File: config.mk
export PLATFORM = sky130hd
export DESIGN_NAME = lsu_mem_stage_flat
export DESIGN_NICKNAME = d
export VERILOG_FILES = /design/src/rtl/lsu_mem_stage_if.sv /design/src/rtl/lsu_mem_stage.sv /design/src/flat_wrapper.sv
export SDC_FILE = /design/constraint.sdc
export NUM_CORES = 1
export LEC_CHECK = 0
export CAP_MARGIN = 20
export CORE_MARGIN = 2
export CORE_UTILIZATION = 30
export CTS_BUF_LIST = sky130_fd_sc_hd__clkbuf_8
export DETAILED_ROUTE_END_ITERATION = 8
export PLACE_DENSITY_LB_ADDON = 0.15
export SLEW_MARGIN = 40
export SYNTH_ARGS = -nofsm -noshare
export SYNTH_HDL_FRONTEND = slang
export SYNTH_SLANG_ARGS = --single-unit
export TNS_END_PERCENT = 50
File: constraint.sdc
create_clock -name clk -period 3.3 [get_ports clk]
set_input_delay 0.825 -clock clk [delete_from_list [all_inputs] [get_ports clk]]
set_output_delay 0.825 -clock clk [all_outputs]
set_load 0.005 [all_outputs]
File: src/rtl/lsu_mem_stage_if.sv
// Request/response bus between the EX/MEM pipeline register and the load/store unit.
// The pipeline side uses the master modport and the LSU uses the slave modport.
interface lsu_mem_stage_if;
  logic        req_valid;
  logic        req_ready;
  logic        req_write;
  logic [1:0]  req_size;
  logic        req_unsigned;
  logic [31:0] req_addr;
  logic [31:0] req_wdata;
  logic        resp_valid;
  logic [31:0] resp_rdata;
  logic        resp_err;

  modport master (
    output req_valid, req_write, req_size, req_unsigned, req_addr, req_wdata,
    input  req_ready, resp_valid, resp_rdata, resp_err
  );

  modport slave (
    input  req_valid, req_write, req_size, req_unsigned, req_addr, req_wdata,
    output req_ready, resp_valid, resp_rdata, resp_err
  );
endinterface

File: src/rtl/lsu_mem_stage.sv
// Load/store unit: sequences word-wide DMEM accesses (read-modify-write for SB/SH) and
// aligns/extends load data. Define LSU_MISALIGN_TRAP_EN to trap misaligned half/word accesses.
module lsu_mem_stage #(
  parameter int ADDR_W = 8
) (
  input  logic               clk,
  input  logic               rst_n,
  lsu_mem_stage_if.slave     bus,
  output logic [31:0]        DMEM_address,
  output logic [31:0]        DMEM_data_in,
  output logic               DMEM_mem_write,
  output logic               DMEM_mem_read,
  input  logic [31:0]        DMEM_data_out
);

  typedef enum logic [2:0] {
    ST_IDLE  = 3'd0,
    ST_READ  = 3'd1,
    ST_SETUP = 3'd2,
    ST_WRITE = 3'd3,
    ST_RESP  = 3'd4
  } state_t;

  function automatic logic [31:0] load_extract(input logic [31:0] word, input logic [1:0] size,
                                               input logic [1:0] lane, input logic uns);
    logic [7:0]  b;
    logic [15:0] h;
    logic [31:0] r;
    case (lane)
      2'd0:    b = word[7:0];
      2'd1:    b = word[15:8];
      2'd2:    b = word[23:16];
      2'd3:    b = word[31:24];
      default: b = 8'd0;
    endcase
    h = lane[1] ? word[31:16] : word[15:0];
    case (size)
      2'b00:   r = uns ? {24'd0, b} : {{24{b[7]}}, b};
      2'b01:   r = uns ? {16'd0, h} : {{16{h[15]}}, h};
      default: r = word;
    endcase
    return r;
  endfunction

  function automatic logic [31:0] merge_store(input logic [31:0] old_word, input logic [15:0] nw,
                                              input logic [1:0] size, input logic [1:0] lane);
    logic [31:0] r;
    r = old_word;
    case (size)
      2'b00: begin
        case (lane)
          2'd0:    r[7:0]   = nw[7:0];
          2'd1:    r[15:8]  = nw[7:0];
          2'd2:    r[23:16] = nw[7:0];
          2'd3:    r[31:24] = nw[7:0];
          default: r = old_word;
        endcase
      end
      2'b01: begin
        if (lane[1]) begin
          r[31:16] = nw;
        end else begin
          r[15:0] = nw;
        end
      end
      default: r = old_word;
    endcase
    return r;
  endfunction

  // Low address bits beyond the access size are dropped, so a half uses lane 0 or 2.
  function automatic logic [1:0] align_lane(input logic [1:0] size, input logic [1:0] lo);
    logic [1:0] r;
    case (size)
      2'b00:   r = lo;
      2'b01:   r = {lo[1], 1'b0};
      default: r = 2'b00;
    endcase
    return r;
  endfunction

  function automatic logic is_misaligned(input logic [1:0] size, input logic [1:0] lo);
    logic r;
    case (size)
      2'b00:   r = 1'b0;
      2'b01:   r = lo[0];
      default: r = (lo != 2'b00);
    endcase
    return r;
  endfunction

  state_t      state_r, state_nx_s;
  logic        ready_r, ready_nx_s;
  logic        resp_valid_r, resp_valid_nx_s;
  logic [31:0] rdata_r, rdata_nx_s;
  logic        err_r, err_nx_s;
  logic [31:0] dmem_addr_r, dmem_addr_nx_s;
  logic [31:0] dmem_wdata_r, dmem_wdata_nx_s;
  logic        mem_write_r, mem_write_nx_s;
  logic        mem_read_r, mem_read_nx_s;
  logic        wr_r, wr_nx_s;
  logic [1:0]  size_r, size_nx_s;
  logic        uns_r, uns_nx_s;
  logic [1:0]  lane_r, lane_nx_s;
  logic [15:0] wdata_r, wdata_nx_s;
  logic        trap_s;
  logic [31:0] word_idx_s;
  logic        unused_s;

  assign word_idx_s = {{(32-ADDR_W){1'b0}}, bus.req_addr[ADDR_W+1:2]};
  assign unused_s   = ^{1'b0, bus.req_addr[31:ADDR_W+2]};

`ifdef LSU_MISALIGN_TRAP_EN
  assign trap_s = is_misaligned(bus.req_size, bus.req_addr[1:0]);
`else
  assign trap_s = 1'b0;
`endif

  // Next-state and next-output decode; every output is registered from these values.
  always_comb begin
    state_nx_s      = state_r;
    ready_nx_s      = 1'b0;
    resp_valid_nx_s = 1'b0;
    rdata_nx_s      = rdata_r;
    err_nx_s        = err_r;
    dmem_addr_nx_s  = dmem_addr_r;
    dmem_wdata_nx_s = dmem_wdata_r;
    mem_write_nx_s  = 1'b0;
    mem_read_nx_s   = 1'b0;
    wr_nx_s         = wr_r;
    size_nx_s       = size_r;
    uns_nx_s        = uns_r;
    lane_nx_s       = lane_r;
    wdata_nx_s      = wdata_r;
    case (state_r)
      ST_IDLE: begin
        if (bus.req_valid) begin
          wr_nx_s    = bus.req_write;
          size_nx_s  = bus.req_size;
          uns_nx_s   = bus.req_unsigned;
          lane_nx_s  = align_lane(bus.req_size, bus.req_addr[1:0]);
          wdata_nx_s = bus.req_wdata[15:0];
          if (trap_s) begin
            state_nx_s      = ST_RESP;
            resp_valid_nx_s = 1'b1;
            rdata_nx_s      = 32'd0;
            err_nx_s        = 1'b1;
          end else if (bus.req_write && bus.req_size[1]) begin
            // Full-word store skips the read; data and address settle one cycle before the strobe.
            state_nx_s      = ST_SETUP;
            dmem_addr_nx_s  = word_idx_s;
            dmem_wdata_nx_s = bus.req_wdata;
          end else begin
            state_nx_s     = ST_READ;
            dmem_addr_nx_s = word_idx_s;
            mem_read_nx_s  = 1'b1;
          end
        end else begin
          ready_nx_s = 1'b1;
        end
      end
      ST_READ: begin
        if (wr_r) begin
          state_nx_s      = ST_SETUP;
          dmem_wdata_nx_s = merge_store(DMEM_data_out, wdata_r, size_r, lane_r);
        end else begin
          state_nx_s      = ST_RESP;
          resp_valid_nx_s = 1'b1;
          rdata_nx_s      = load_extract(DMEM_data_out, size_r, lane_r, uns_r);
          err_nx_s        = 1'b0;
        end
      end
      ST_SETUP: begin
        state_nx_s     = ST_WRITE;
        mem_write_nx_s = 1'b1;
      end
      ST_WRITE: begin
        state_nx_s      = ST_RESP;
        resp_valid_nx_s = 1'b1;
        rdata_nx_s      = 32'd0;
        err_nx_s        = 1'b0;
      end
      ST_RESP: begin
        state_nx_s = ST_IDLE;
        ready_nx_s = 1'b1;
      end
      default: begin
        state_nx_s = ST_IDLE;
        ready_nx_s = 1'b1;
      end
    endcase
  end

  // State register.
  always_ff @(posedge clk or negedge rst_n) begin
    if (!rst_n) begin
      state_r <= ST_IDLE;
    end else begin
      state_r <= state_nx_s;
    end
  end

  // Output registers and latched request fields.
  always_ff @(posedge clk or negedge rst_n) begin
    if (!rst_n) begin
      ready_r      <= 1'b1;
      resp_valid_r <= 1'b0;
      rdata_r      <= 32'd0;
      err_r        <= 1'b0;
      dmem_addr_r  <= 32'd0;
      dmem_wdata_r <= 32'd0;
      mem_write_r  <= 1'b0;
      mem_read_r   <= 1'b0;
      wr_r         <= 1'b0;
      size_r       <= 2'b00;
      uns_r        <= 1'b0;
      lane_r       <= 2'b00;
      wdata_r      <= 16'd0;
    end else begin
      ready_r      <= ready_nx_s;
      resp_valid_r <= resp_valid_nx_s;
      rdata_r      <= rdata_nx_s;
      err_r        <= err_nx_s;
      dmem_addr_r  <= dmem_addr_nx_s;
      dmem_wdata_r <= dmem_wdata_nx_s;
      mem_write_r  <= mem_write_nx_s;
      mem_read_r   <= mem_read_nx_s;
      wr_r         <= wr_nx_s;
      size_r       <= size_nx_s;
      uns_r        <= uns_nx_s;
      lane_r       <= lane_nx_s;
      wdata_r      <= wdata_nx_s;
    end
  end

  assign bus.req_ready   = ready_r;
  assign bus.resp_valid  = resp_valid_r;
  assign bus.resp_rdata  = rdata_r;
  assign bus.resp_err    = err_r;
  assign DMEM_address    = dmem_addr_r;
  assign DMEM_data_in    = dmem_wdata_r;
  assign DMEM_mem_write  = mem_write_r;
  assign DMEM_mem_read   = mem_read_r;

endmodule

File: src/flat_wrapper.sv
// flat-port wrapper written by rule: the top's interface ports become plain ports
module lsu_mem_stage_flat 
#(
  parameter int ADDR_W = 8
)
  (clk, rst_n, DMEM_address, DMEM_data_in, DMEM_mem_write, DMEM_mem_read, DMEM_data_out, bus_req_valid, bus_req_write, bus_req_size, bus_req_unsigned, bus_req_addr, bus_req_wdata, bus_req_ready, bus_resp_valid, bus_resp_rdata, bus_resp_err);
  lsu_mem_stage_if bus_i ();
  input  logic clk;
  input  logic rst_n;
  output logic [31:0] DMEM_address;
  output logic [31:0] DMEM_data_in;
  output logic DMEM_mem_write;
  output logic DMEM_mem_read;
  input  logic [31:0] DMEM_data_out;
  input wire logic [$bits(bus_i.req_valid)-1:0] bus_req_valid;
  input wire logic [$bits(bus_i.req_write)-1:0] bus_req_write;
  input wire logic [$bits(bus_i.req_size)-1:0] bus_req_size;
  input wire logic [$bits(bus_i.req_unsigned)-1:0] bus_req_unsigned;
  input wire logic [$bits(bus_i.req_addr)-1:0] bus_req_addr;
  input wire logic [$bits(bus_i.req_wdata)-1:0] bus_req_wdata;
  output wire logic [$bits(bus_i.req_ready)-1:0] bus_req_ready;
  output wire logic [$bits(bus_i.resp_valid)-1:0] bus_resp_valid;
  output wire logic [$bits(bus_i.resp_rdata)-1:0] bus_resp_rdata;
  output wire logic [$bits(bus_i.resp_err)-1:0] bus_resp_err;
  assign bus_i.req_valid = bus_req_valid;
  assign bus_i.req_write = bus_req_write;
  assign bus_i.req_size = bus_req_size;
  assign bus_i.req_unsigned = bus_req_unsigned;
  assign bus_i.req_addr = bus_req_addr;
  assign bus_i.req_wdata = bus_req_wdata;
  assign bus_req_ready = bus_i.req_ready;
  assign bus_resp_valid = bus_i.resp_valid;
  assign bus_resp_rdata = bus_i.resp_rdata;
  assign bus_resp_err = bus_i.resp_err;
  lsu_mem_stage #(.ADDR_W(ADDR_W)) u_core (.clk(clk), .rst_n(rst_n), .bus(bus_i), .DMEM_address(DMEM_address), .DMEM_data_in(DMEM_data_in), .DMEM_mem_write(DMEM_mem_write), .DMEM_mem_read(DMEM_mem_read), .DMEM_data_out(DMEM_data_out));
endmodule
**After elaboration in Yosys (flattened, before gate mapping)**

Cells that the tools add are included.
W data, S select, Z words.

- Flip-flop bits (word level): 102
- Latch bits: 0
- Bits in writable memories: 0
- Memory bits (read-only): 0
- Input port bits: 103
- Output and inout port bits: 101
- Word-level logic and storage cells: 70
- Memories: 0

- Add/sub/neg operators: 0
- Multipliers: 0
- Divide/modulo/power cells: 0
- $lt $le $gt $ge: 0
- Equal/unequal tests: 12
- Shift operators: 0
- Mux-type cells: 33
- Bitwise operators: 0
- Reduce and logical (&&, ||, !) cells: 11

Operators by type and width:

| cell | number |
|---|---|
| $pmux W32 S2 | 4 |
| $mux W32 | 6 |
| $mux W16 | 3 |
| $mux W8 | 4 |
| $pmux W8 S4 | 1 |
| $pmux W3 S4 | 1 |
| $mux W1 | 7 |
| $eq A2 B1 Y1 const B | 3 |
| $eq A3 B2 Y1 const B | 2 |
| $logic_not A2 Y1 | 3 |
| $mux W3 | 2 |
| $pmux W1 S2 | 3 |
| $eq A2 B2 Y1 const B | 2 |
| $ne A2 B1 Y1 const B | 2 |
| $ne A2 B2 Y1 const B | 2 |
| $pmux W2 S2 | 1 |
| $reduce_and A2 Y1 | 2 |
| $reduce_and A4 Y1 | 1 |
| $reduce_bool A2 Y1 | 2 |
| $eq A3 B1 Y1 const B | 1 |
| $logic_not A3 Y1 | 1 |
| $reduce_or A3 Y1 | 1 |
| $mux W2 | 1 |
| $logic_and A1 B1 Y1 | 1 |

**Longest topological paths before layout**

- Depth in word-level cells: 6
- Gate-level depth with buffers: 8
- Mapped depth without buffers: 4

**Worst setup path before layout**

Ideal clock, no wire load.

- Path type: input-to-reg
- Start: input port DMEM_data_out[15]
- End: register u_core.rdata_r[23], in the netlist u_core.bus.resp_rdata[23]
- Library setup time: 121 ps
- Arrival: 1822 ps
- Required time: 3179 ps
- Path slack: 1357 ps
- Stages on the path: 5
- Buffers on the path: 1
- Path through: nor3b_1 > a2111oi_4 > a211oi_4 > buf_6 > o21ai_2

- Longest elaborated chain between the ends: 5
- Elaborated cells between the ends (all ways): 7
- Classes of those cells: mux: 7

Ends and longest elaborated chain:

| element | RTL line | RTL |
|---|---|---|
| start: declaration | flat_wrapper.sv:14 | `input logic [31:0] DMEM_data_out;` |
| $pmux W8 S4 or $mux W16 (tied branches) | lsu_mem_stage.sv:29, lsu_mem_stage.sv:36 |  |
| $mux W32, on equally long branches | lsu_mem_stage.sv:38, lsu_mem_stage.sv:39 |  |
| $pmux W32 S2 * | lsu_mem_stage.sv:37 | `case (size)` |
| $mux W32 * | lsu_mem_stage.sv:163 | `if (wr_r) begin` |
| $pmux W32 S2 * | lsu_mem_stage.sv:135 | `case (state_r)` |
| end signal: assignment | lsu_mem_stage.sv:222 | `rdata_r <= rdata_nx_s;` |
| end: declaration | lsu_mem_stage.sv:95 | `logic [31:0] rdata_r, rdata_nx_s;` |

Mark *: on every way between the ends. The rest lies on a longest branch, timed or not. The select of a mux whose other input is x is not followed.
A chain may end at the register's enable or synchronous reset.

**Final worst setup path**

- Start: input port DMEM_data_out[15]
- End: register u_core.rdata_r[27], in the netlist u_core.bus.resp_rdata[27]

The elaborated chain is that of the path after synthesis.

==> impl_metrics.py <==
metrics = {
    "cts": {
        "cts_buffers": 9,
        "cts_hold_buf": 0,
        "clkLatencyLatePin_ns": 0.39,
        "cts_buffer_depth": 2,
        "clockRootBuffer": "clkbuf_8",
        "cts_tree": "yes",
        "clkTransAtPathRegs_ns": 0.10,
        "post_cts_buffers": 0,
        "cts_resized": 0,
        "clock-sinks": 101,
        "ctsHtreeMaxLevel": 3,
    },
    "hold_path": {
        "hold_path.class": "input port to async pin",
    },
    "synthesis": {
        "synth_top_cell_by_area": "dfrtp_1",
        "synth_top_flop_cell": "dfrtp_1",
        "synth_edf_count": 0,
        "syn_area_sq_mm": 0.00571,
        "async_flop_share_pct": 100,
        "yosysTopAreaCellShare_pct": 43.8,
        "yosysUniqueCellTypes": 59,
        "ys_ff_latch": 101,
        "synth.avg_cell_area_sq_um": 10.1,
        "synth.area.top_cells": "dfrtp_1 44%, mux2i_1 6.8%, mux2_2 5.5%",
        "ys_seq_area_share_pct": 44.3,
        "synth_cells": 565,
        "yosysWarnings": 0,
    },
    "global_routing": {
        "grt_max_degree": 52,
        "grt-ovfl-total": 0,
        "track_usage_pct": 19.0,
        "grt_pass1_wl_mm": 28.9,
        "antenna_found_initial": 0,
        "first_global_vias": 4959,
    },
    "setup_path": {
        "start_kind": "input port",
        "crit_end": "u_core.bus.resp_rdata[27]$_DFFE_PN0P_",
        "worstSetupPathType": "input port to flop",
        "crit_path_cell_trace": "clkdlybuf4s50_1 -> nor3b_1 -> a2111oi_4 -> a211oi_4 -> buf_4 -> o21ai_2",
        "cpLargestDelayFamily": "buffers and inverters",
        "r2r_cells": 5,
        "critical_path_depth": 6,
        "crit_fanout": 9,
        "crit_slowest_cell": "clkdlybuf4s50_1",
        "startpoint": "DMEM_data_out[15]",
        "crit_arrival_ns": 2.72,
        "critPathMaxStageDelay_ns": 0.53,
        "critPathBufInv": 2,
        "rrSetupSlack_ns": 0.92,
        "reg2reg_from": "u_core.lane_r[0]$_DFFE_PN0P_",
        "end_kind": "flop",
        "r2r_end": "u_core.bus.resp_rdata[27]$_DFFE_PN0P_",
        "required_ns": 3.59,
    },
    "sta": {
        "rsz0062_at_grt": "false",
        "post-route-min-period_ns": 2.44,
        "maxSlewHeadroom_pct": 45.7,
        "final.period_utilization_pct": 73.9,
        "fin_worst_skew_ns": 0.0106,
        "hold_viol_final": 0,
        "setup_viol": 0,
        "setup_tns_ns": 0,
        "max_freq_mhz": 410,
        "drv_slew": 0,
        "timing.final.ws_setup_ns": 0.861,
        "worst_pin_slew_ns": 0.815,
    },
    "place": {
        "dpl.hpwl_mm": 14.1,
        "dp_slack_ns": 0.470,
        "port_buffers": 156,
        "gp_congestion": 0.820,
    },
    "power": {
        "pwr-share-seq_pct": 34.5,
        "p_sw_share_pct": 40.1,
        "power_density_mw_per_mm2": 902,
        "p_int_uw": 4090,
        "power.switching_uw": 2730,
        "comb_power_share_pct": 53.0,
        "ir_worst_vdd_mv": 0.313,
        "power_frac_clock_pct": 12.6,
        "p_leak_uw": 0.00316,
    },
    "drt": {
        "antenna_left": 0,
        "totalWireLength_mm": 18.9,
        "drt_pass1_iterations": 8,
        "routed_via_density": 5.21,
        "vias": 4923,
        "wl_per_cell_um": 20.0,
        "drc_errors": 0,
        "drtIter0Drc": 356,
    },
    "final_layout": {
        "regArea_sq_mm": 0.00253,
        "layout.nets": 809,
        "fin_util_pct": 40.4,
        "final_layout_size_suffix_gt1_share_pct": 12.5,
        "fillers": 1864,
        "area_growth_pct": 32.4,
        "diodes": 0,
        "multi_input_area_sq_mm": 0.00279,
    },
    "flow_run": {
        "drv_cap": 0,
    },
    "floorplanning": {
        "core-area_sq_mm": 0.0187,
        "dieWidth_um": 142,
        "initial_core_util_pct": 30.5,
        "die-area_sq_mm": 0.0202,
        "placementRows": 50,
        "die_h_um": 142,
        "ios": 204,
    },
    "outcome": {
        "status": "complete, no violations",
    },
}
==> Yosys cell counts (all sizes together), types with 5 or more instances <==
cell type	n
a22o	22
o211ai	8
and3	9
a2bb2oi	7
buf	55
a32oi	7
nand2b	6
dfrtp	100
a21oi	10
a221oi	9
nand2	42
clkbuf	14
o31ai	9
nand3	17
a211oi	10
nor2b	5
and2	9
o21ai	68
mux2	28
o221ai	6
mux2i	39
nor2	49
inv	5
==> power by group through the flow <==
stage	combinational [uW]	clock, uW	sequential (uW)
6_report	3610	858	2350
5_1_grt	3960	922	2430
4_1_cts	3640	886	2350
3_5_place_dp	3630	0	2370
3_3_place_gp	3550	0	2360
2_1_floorplan	2300	0	2180
==> layer usage <==
metal | vias to the layer above | wire length, um | track usage [%]
li1 | 2282 | - | -
met1 | 2437 | 8770 | 26.9
met2 | 175 | 8640 | 29.5
met3 | 29 | 1100 | 2.79
met4 | 0 | 425 | 7.32
met5 | - | 0 | 0
==> state kept, by name, indices dropped and copies added (netlist names) <==
name / flops
u_core.bus.req_ready: 1
u_core.wr_r: 1
u_core.uns_r: 1
u_core.size_r: 2
u_core.state_r: 3
u_core.DMEM_mem_write: 1
u_core.DMEM_data_in: 32
u_core.DMEM_mem_read: 1
u_core.wdata_r: 16
u_core.DMEM_address: 8
u_core.lane_r: 2
u_core.bus.resp_rdata: 32
u_core.bus.resp_valid: 1
==> cell families after synthesis <==
| group | count (synthesis) | share of synthesized area [%] |
|---|---|---|
| and+or+nand+nor | 155 | 13.7 |
| muxes | 67 | 12.4 |
| buffers and inverters | 75 | 8.44 |
| AOI/OAI and AO/OA | 166 | 21.1 |
| other | 1 | 0.0657 |
| DFF | 101 | 44.3 |
==> metrics by stage <==
step           std cells  hold WS (ns)  instance area (sq um)  total power [uW]
5_1_grt              945         0.514                   7560              7300
4_1_cts              944         0.490                   7550              6870
3_5_place_dp         928         0.468                   7340              6000
3_3_place_gp         927         0.464                   7330              5910
2_1_floorplan        589         0.470                   5800              4470
6_report             945         0.476                   7560              6820
==> cells in the final DEF (no fill, tap or decap), types with 3 or more instances in the layout <==
master           synthesis  final
clkdlybuf4s50_1          0    155
dfrtp_1                100    100
nor2_1                  48     48
nand2_1                 42     42
o21ai_0                 41     41
mux2i_1                 39     39
mux2_2                  28     28
conb_1                   1     25
a22o_1                  22     22
buf_4                   28     19
nand3_1                 17     17
o21ai_1                 17     17
clkbuf_8                 0     12
o21ai_2                 10     10
a211oi_1                 9      9
a21oi_1                  9      9
o31ai_1                  9      9
and2_1                   8      8
and3_1                   8      8
o211ai_1                 8      8
a32oi_1                  7      7
a2bb2oi_1                7      7
a221oi_1                 7      7
nand2b_1                 6      6
inv_1                    5      6
o221ai_1                 6      6
nor2b_1                  5      5
nor3_1                   3      3
==> worst min-delay path by stage <==
| stage | to | slack (ns) | cells after the start | start |
|---|---|---|---|---|
| after floorplan | u_core.DMEM_data_in[16]$_DFFE_PN0P_ | 0.47 | 2 | u_core.DMEM_data_in[16]$_DFFE_PN0P_ |
| after global placement | u_core.bus.resp_rdata[23]$_DFFE_PN0P_ | 0.46 | 2 | u_core.bus.resp_rdata[23]$_DFFE_PN0P_ |
| after detailed placement | u_core.bus.resp_rdata[23]$_DFFE_PN0P_ | 0.47 | 2 | u_core.bus.resp_rdata[23]$_DFFE_PN0P_ |
| after CTS | u_core.bus.resp_rdata[6]$_DFFE_PN0P_ | 0.49 | 1 | rst_n |
| after global routing | u_core.DMEM_data_in[23]$_DFFE_PN0P_ | 0.51 | 2 | u_core.DMEM_data_in[23]$_DFFE_PN0P_ |
| final | u_core.DMEM_data_in[19]$_DFFE_PN0P_ | 0.48 | 1 | rst_n |
==> layout make-up <==
class,instances,area share [%]
multi-input cells,413,36.9
flip-flops and latches,101,33.4
repair buffers,175,22.7
well taps,234,3.87
clock buffers,12,2.18
clock inverters,4,0.612
inverters,6,0.298
(Power assumes the default switching activity.)
